## src/rtl/mul_pkg.sv

```systemverilog
// Shared constants and parameter checks for the pipelined multiplier.
package mul_pkg;

    localparam logic MUL_UNSIGNED = 1'b0;
    localparam logic MUL_SIGNED   = 1'b1;

    localparam int MUL_STAGES = 3;

    // Groups must tile the multiplier evenly and be a power of two.
    function automatic bit mul_params_ok(input int width, input int groups);
        return (groups > 0) && ((width % groups) == 0) && ((groups & (groups - 1)) == 0);
    endfunction

endpackage

```

## src/rtl/mul_pipe_slice.sv

```systemverilog
// One valid/ready register stage: holds its payload while stalled, drops it on flush.
module mul_pipe_slice #(
    parameter int W = 8
) (
    input  logic         clk_i,
    input  logic         rst_ni,
    input  logic         flush_i,
    input  logic         up_valid_i,
    output logic         up_ready_o,
    input  logic [W-1:0] up_data_i,
    output logic         dn_valid_o,
    input  logic         dn_ready_i,
    output logic [W-1:0] dn_data_o
);

    logic         valid_q;
    logic         valid_d;
    logic         load;
    logic [W-1:0] data_q;

    // Ready when empty or when the current occupant leaves this cycle.
    assign up_ready_o = !valid_q || dn_ready_i;
    assign load       = up_ready_o && up_valid_i && !flush_i;

    always_comb begin
        valid_d = valid_q;
        if (flush_i) begin
            valid_d = 1'b0;
        end else if (up_ready_o) begin
            valid_d = up_valid_i;
        end
    end

    always_ff @(posedge clk_i or negedge rst_ni) begin
        if (!rst_ni) begin
            valid_q <= 1'b0;
            data_q  <= '0;
        end else begin
            valid_q <= valid_d;
            if (load) begin
                data_q <= up_data_i;
            end
        end
    end

    assign dn_valid_o = valid_q;
    assign dn_data_o  = data_q;

endmodule

```

## src/rtl/mul_pipe.sv

```systemverilog
// Three-stage valid/ready multiplier: operand capture, grouped partial sums, final sum.
module mul_pipe
    import mul_pkg::*;
#(
    parameter int WIDTH  = 32,
    parameter int GROUPS = 4,
    parameter int TAG_W  = 5
) (
    input  logic                 clk_i,
    input  logic                 rst_ni,
    input  logic                 flush_i,
    input  logic                 in_valid_i,
    output logic                 in_ready_o,
    input  logic [WIDTH-1:0]     in_a_i,
    input  logic [WIDTH-1:0]     in_b_i,
    input  logic                 in_signed_i,
    input  logic [TAG_W-1:0]     in_tag_i,
    output logic                 out_valid_o,
    input  logic                 out_ready_i,
    output logic [2*WIDTH-1:0]   out_y_o,
    output logic [TAG_W-1:0]     out_tag_o,
    output logic                 busy_o
);

    localparam int PW   = 2 * WIDTH;
    localparam int GW   = WIDTH / GROUPS;
    localparam int S1_W = 2 * WIDTH + 1 + TAG_W;
    localparam int S2_W = GROUPS * PW + TAG_W;
    localparam int S3_W = PW + TAG_W;

    if (!mul_params_ok(WIDTH, GROUPS) || WIDTH < 8 || WIDTH > 64 || TAG_W < 1 || TAG_W > 16)
    begin : g_param_check
        $error("mul_pipe: illegal WIDTH=%0d GROUPS=%0d TAG_W=%0d", WIDTH, GROUPS, TAG_W);
    end

    logic                  s1_valid, s1_ready;
    logic                  s2_valid, s2_ready;
    logic                  s3_valid, s3_ready;
    logic [S1_W-1:0]       s1_in, s1_q;
    logic [S2_W-1:0]       s2_in, s2_q;
    logic [S3_W-1:0]       s3_in, s3_q;
    logic [MUL_STAGES-1:0] stage_valid;

    // ---------------- S1: operand capture ----------------
    assign s1_in      = {in_tag_i, in_signed_i, in_b_i, in_a_i};
    assign in_ready_o = s1_ready && !flush_i;

    mul_pipe_slice #(.W(S1_W)) u_s1 (
        .clk_i      (clk_i),
        .rst_ni     (rst_ni),
        .flush_i    (flush_i),
        .up_valid_i (in_valid_i),
        .up_ready_o (s1_ready),
        .up_data_i  (s1_in),
        .dn_valid_o (s1_valid),
        .dn_ready_i (s2_ready),
        .dn_data_o  (s1_q)
    );

    logic [WIDTH-1:0]    s1_a, s1_b;
    logic                s1_sgn;
    logic [TAG_W-1:0]    s1_tag;
    logic                a_sign;
    logic [PW-1:0]       a_ext;
    logic [WIDTH*PW-1:0] pp_flat;

    assign s1_a   = s1_q[WIDTH-1:0];
    assign s1_b   = s1_q[2*WIDTH-1:WIDTH];
    assign s1_sgn = s1_q[2*WIDTH];
    assign s1_tag = s1_q[S1_W-1 -: TAG_W];
    assign a_sign = (s1_sgn != MUL_UNSIGNED) && s1_a[WIDTH-1];
    assign a_ext  = {{WIDTH{a_sign}}, s1_a};

    genvar gi;
    for (gi = 0; gi < WIDTH; gi++) begin : g_pp
        if (gi == WIDTH - 1) begin : g_msb
            // A signed multiplier's top bit has weight -2^(WIDTH-1), so its row is negated.
            assign pp_flat[gi*PW +: PW] = !s1_b[gi] ? '0 :
                                          (s1_sgn == MUL_SIGNED) ? (~(a_ext << gi)) + PW'(1) :
                                          (a_ext << gi);
        end else begin : g_row
            assign pp_flat[gi*PW +: PW] = s1_b[gi] ? (a_ext << gi) : '0;
        end
    end

    // ---------------- S2: grouped partial sums ----------------
    for (gi = 0; gi < GROUPS; gi++) begin : g_grp
        logic [PW-1:0] grp_d;
        always_comb begin
            grp_d = '0;
            for (int k = 0; k < GW; k++) begin
                grp_d = grp_d + pp_flat[(gi*GW + k)*PW +: PW];
            end
        end
        assign s2_in[gi*PW +: PW] = grp_d;
    end
    assign s2_in[S2_W-1 -: TAG_W] = s1_tag;

    mul_pipe_slice #(.W(S2_W)) u_s2 (
        .clk_i      (clk_i),
        .rst_ni     (rst_ni),
        .flush_i    (flush_i),
        .up_valid_i (s1_valid),
        .up_ready_o (s2_ready),
        .up_data_i  (s2_in),
        .dn_valid_o (s2_valid),
        .dn_ready_i (s3_ready),
        .dn_data_o  (s2_q)
    );

    // ---------------- S3: final product ----------------
    logic [PW-1:0] prod_d;

    always_comb begin
        prod_d = '0;
        for (int g = 0; g < GROUPS; g++) begin
            prod_d = prod_d + s2_q[g*PW +: PW];
        end
    end

    assign s3_in = {s2_q[S2_W-1 -: TAG_W], prod_d};

    mul_pipe_slice #(.W(S3_W)) u_s3 (
        .clk_i      (clk_i),
        .rst_ni     (rst_ni),
        .flush_i    (flush_i),
        .up_valid_i (s2_valid),
        .up_ready_o (s3_ready),
        .up_data_i  (s3_in),
        .dn_valid_o (s3_valid),
        .dn_ready_i (out_ready_i),
        .dn_data_o  (s3_q)
    );

    assign out_valid_o = s3_valid;
    assign out_y_o     = s3_q[PW-1:0];
    assign out_tag_o   = s3_q[S3_W-1 -: TAG_W];
    assign stage_valid = {s3_valid, s2_valid, s1_valid};
    assign busy_o      = |stage_valid;

endmodule

```

## config.mk

```make
export PLATFORM = sky130hd
export DESIGN_NAME = mul_pipe
export DESIGN_NICKNAME = d
export VERILOG_FILES = /design/src/rtl/mul_pkg.sv /design/src/rtl/mul_pipe_slice.sv /design/src/rtl/mul_pipe.sv
export SDC_FILE = /design/constraint.sdc
export NUM_CORES = 2
export LEC_CHECK = 0
export BUFFER_PORTS_ARGS = -buffer_cell sky130_fd_sc_hd__buf_2
export CELL_PAD_IN_SITES_DETAIL_PLACEMENT = 0
export CELL_PAD_IN_SITES_GLOBAL_PLACEMENT = 1
export CORE_MARGIN = 1
export CORE_UTILIZATION = 40
export DETAILED_ROUTE_END_ITERATION = 6
export PLACE_DENSITY_LB_ADDON = 0.1
export SKIP_CTS_REPAIR_TIMING = 1
export SLEW_MARGIN = 20
export SYNTH_ARGS = -nofsm -noshare
export SYNTH_HDL_FRONTEND = slang
export SYNTH_SLANG_ARGS = --single-unit
```

## constraint.sdc

```tcl
create_clock -name clk_i -period 7.2 [get_ports clk_i]
set_input_delay 1.44 -clock clk_i [delete_from_list [all_inputs] [get_ports clk_i]]
set_output_delay 1.44 -clock clk_i [all_outputs]
set_load 0.05 [all_outputs]
```

==> qor.txt <==
vias in the first global route - 39684
period utilization - 92.23%
Routed Wire Length - 155.0 mm
die width - 360.9 um
Crit path max-delay family - simple AND/OR/NAND/NOR gates
Port Buffers - 146
crit end category - flop
final hold vios - 0
Final Wtd Congestion - 0.8475
final HPWL from detailed placement - 122.2 mm
drt pass-1 iters - 5
Hold Startpoint - u_s3.dn_data_o[2]
row cnt - 131
commonest non-fill, non-tap cell in the layout - fa_1
H-tree Lvls - 2
root buf cell - clkbuf_16
Tightest Pin Transition - 1.119 ns
placed cell areas - 0.05421 mm2
final hold slack - 0.4640 ns
Synth Cell Area - 0.05153 mm2
Hold Crit Depth - 2
Max-Cap Viols - 0
via count - 37284
area grow syn2layout - 8.442%
Finished Cell Area - 0.05588 mm2
reg2reg path depth - 19
fraction of registers with async set/reset - 100.0%
flops & latches, synth - 355
Crit path top cell by count - fa_1
Mapped Avg Cell Area - 9.411 um2
Data arrival, critical path - 7.17 ns
post-DR wirelength/cell - 21.57 um
crit-path max FO - 4
# setup viols final - 0
clock tree buffer depth - 3
I/O Pins - 147
Starting Density - 40.36%
Setup Skew - 0.06490 ns
max_slew headroom - 25.41%
achievable frequency - 0.1506 GHz
Initial DRC Count - 2301
first-pass GRT wire length - 242.5 mm
most frequent cells in the layout - 893 x fa_1, 881 x and2_1, 667 x inv_1
CTS clk-pin slew, worst paths - 0.06 ns
ANT nets after route - 0
Critical R2R Launch - u_s1.dn_data_o[8]
DIE AREA - 0.1303 mm2
Startpoint Class - flop
largest net degree at the start of global routing - 232
core area - 0.1277 mm2
worst slack, placed - 0.5594 ns
clock sink count - 355
setup TNS - 0 ns
Req. time, crit path - 7.73 ns
cells after synthesis - 5476
Via density - 5.188
syn_nets - 6708
Seq/Total Area, Yosys - 17.24%
grt ovf - 0
# DRC - 0
Worst Path Buf+Inv - 2
Critical Path Max Stage Delay - 0.63 ns
Slowest-stage cell, CP - a2111oi_0
layout cells sized above 1 - 8.279%
initial antenna violation count - 16
total global-route track usage - 24.37%
WP depth - 19
die height - 360.9 um
count of pins over their slew limit - 0
Worst-Skew Late Latency - 0.68 ns
Primary FF master, synth - dfrtp_1
Final min period - 6.641 ns
cells along the critical path - or4_4, or4_1, or2_1, or3_4, o31ai_1, xnor2_1, and2_1, fa_1, fa_1, inv_1, fa_1, inv_1, ha_1, nand3_1, o21ai_0, a31oi_1, a2111oi_0, o21a_1, o31ai_1
Cell variety after synth - 76
Ys Warns - 0
status - completed
NumNets Final - 6716
CTS tree - yes
R2R Setup Slk - 0.56 ns
worst hold endpoint - u_s3.dn_data_o[2]
final setup margin - 0.5594 ns
Crit Path Class - flop to flop
number of synthesized flops with an enable pin - 0
Worst R2R End - u_s2.dn_data_o[253]
RSZ-0062 raised after global routing - false
Hold WC Path Type - flop to flop
CTS Buf Count - 48
[kinds of logic after synthesis]
logic type / Yosys count / share of synthesized area (%)
multiplexers: 78 / 1.687
adder cells (fa/ha/maj): 1157 / 41.10
flip-flops: 355 / 17.24
XOR/XNOR: 211 / 3.601
AND/OR/NAND/NOR: 1812 / 18.49
buffers and inverters: 984 / 7.189
AO/OA/AOI/OAI: 879 / 10.69
[cell usage after synthesis, drive strengths merged (5+ instances only)]
cell type	instances	area share, %
nand4	24	0.29
o31a	5	0.085
nor2	108	0.79
a221oi	5	0.085
buf	20	0.17
o21bai	37	0.54
a211o	20	0.34
a21boi	9	0.13
mux2i	7	0.14
nor3	32	0.31
o211ai	14	0.20
o31ai	31	0.49
inv	667	4.9
o41ai	7	0.12
or2	13	0.16
a21oi	182	1.8
o21ai	295	2.9
ha	264	6.4
clkbuf	297	2.2
dfrtp	355	17
and3	16	0.19
and2	883	11
nor3b	7	0.10
o21a	35	0.51
o311ai	5	0.085
or4	6	0.10
nor2b	18	0.22
a211oi	20	0.29
a21o	142	2.1
xnor2	136	2.3
xor2	75	1.3
a31oi	28	0.34
fa	893	35
nand3	47	0.46
mux2	71	1.6
nand2b	15	0.18
a2111oi	8	0.14
nand2	604	4.4
or3	21	0.29
[worst max path at each step]
stage	startpoint	end	slack, ns
2_1_floorplan	u_s1.dn_data_o[8]	u_s2.dn_data_o[255]	0.87
3_3_place_gp	u_s1.dn_data_o[8]	u_s2.dn_data_o[253]	0.60
3_5_place_dp	u_s1.dn_data_o[8]	u_s2.dn_data_o[253]	0.56
4_1_cts	u_s1.dn_data_o[8]	u_s2.dn_data_o[253]	0.57
5_1_grt	u_s1.dn_data_o[8]	u_s2.dn_data_o[253]	0.25
6_report	u_s1.dn_data_o[8]	u_s2.dn_data_o[253]	0.56
[per-stage QoR]
stage	instances	utilization [%]
floorplan	5476	-
global placement	7096	42.46
detailed placement	7096	42.46
CTS	7182	43.76
global route	7182	43.76
finish	7186	43.77
[state kept, by name, indices dropped and copies added (netlist names)]
register and count:
u_s2.dn_valid_o 1, u_s3.dn_data_o 69, u_s3.dn_valid_o 1, u_s2.dn_data_o 213, u_s1.dn_data_o 70, u_s1.dn_valid_o 1
[routing by layer]
metal	GRT usage, %	vias up	routed length [um]
li1	-	17300	-
met1	37.42	18985	78140
met2	34.35	846	61390
met3	5.493	149	11620
met4	5.857	4	3795
met5	0	-	27
[layout make-up]
class / instances / area (um2)
Antenna cell: 4 / 10.01
Clock buffer: 63 / 1318
Clock inverter: 23 / 341.6
Fill cell: 12679 / 71800
Inverter: 667 / 2504
Multi-Input combinational cell: 4137 / 38960
Sequential cell: 355 / 8886
Tap cell: 1662 / 2079
Timing Repair Buffer: 275 / 1784
[worst min-delay path: stages (launching register included)]
cell and delay, ns:
dfrtp_1 0.33, nand2_1 0.05, nand2_1 0.05
Power is left out: the tool's default activity adds up to more than one toggle a clock period on the data nets, which glitch-free logic cannot reach.
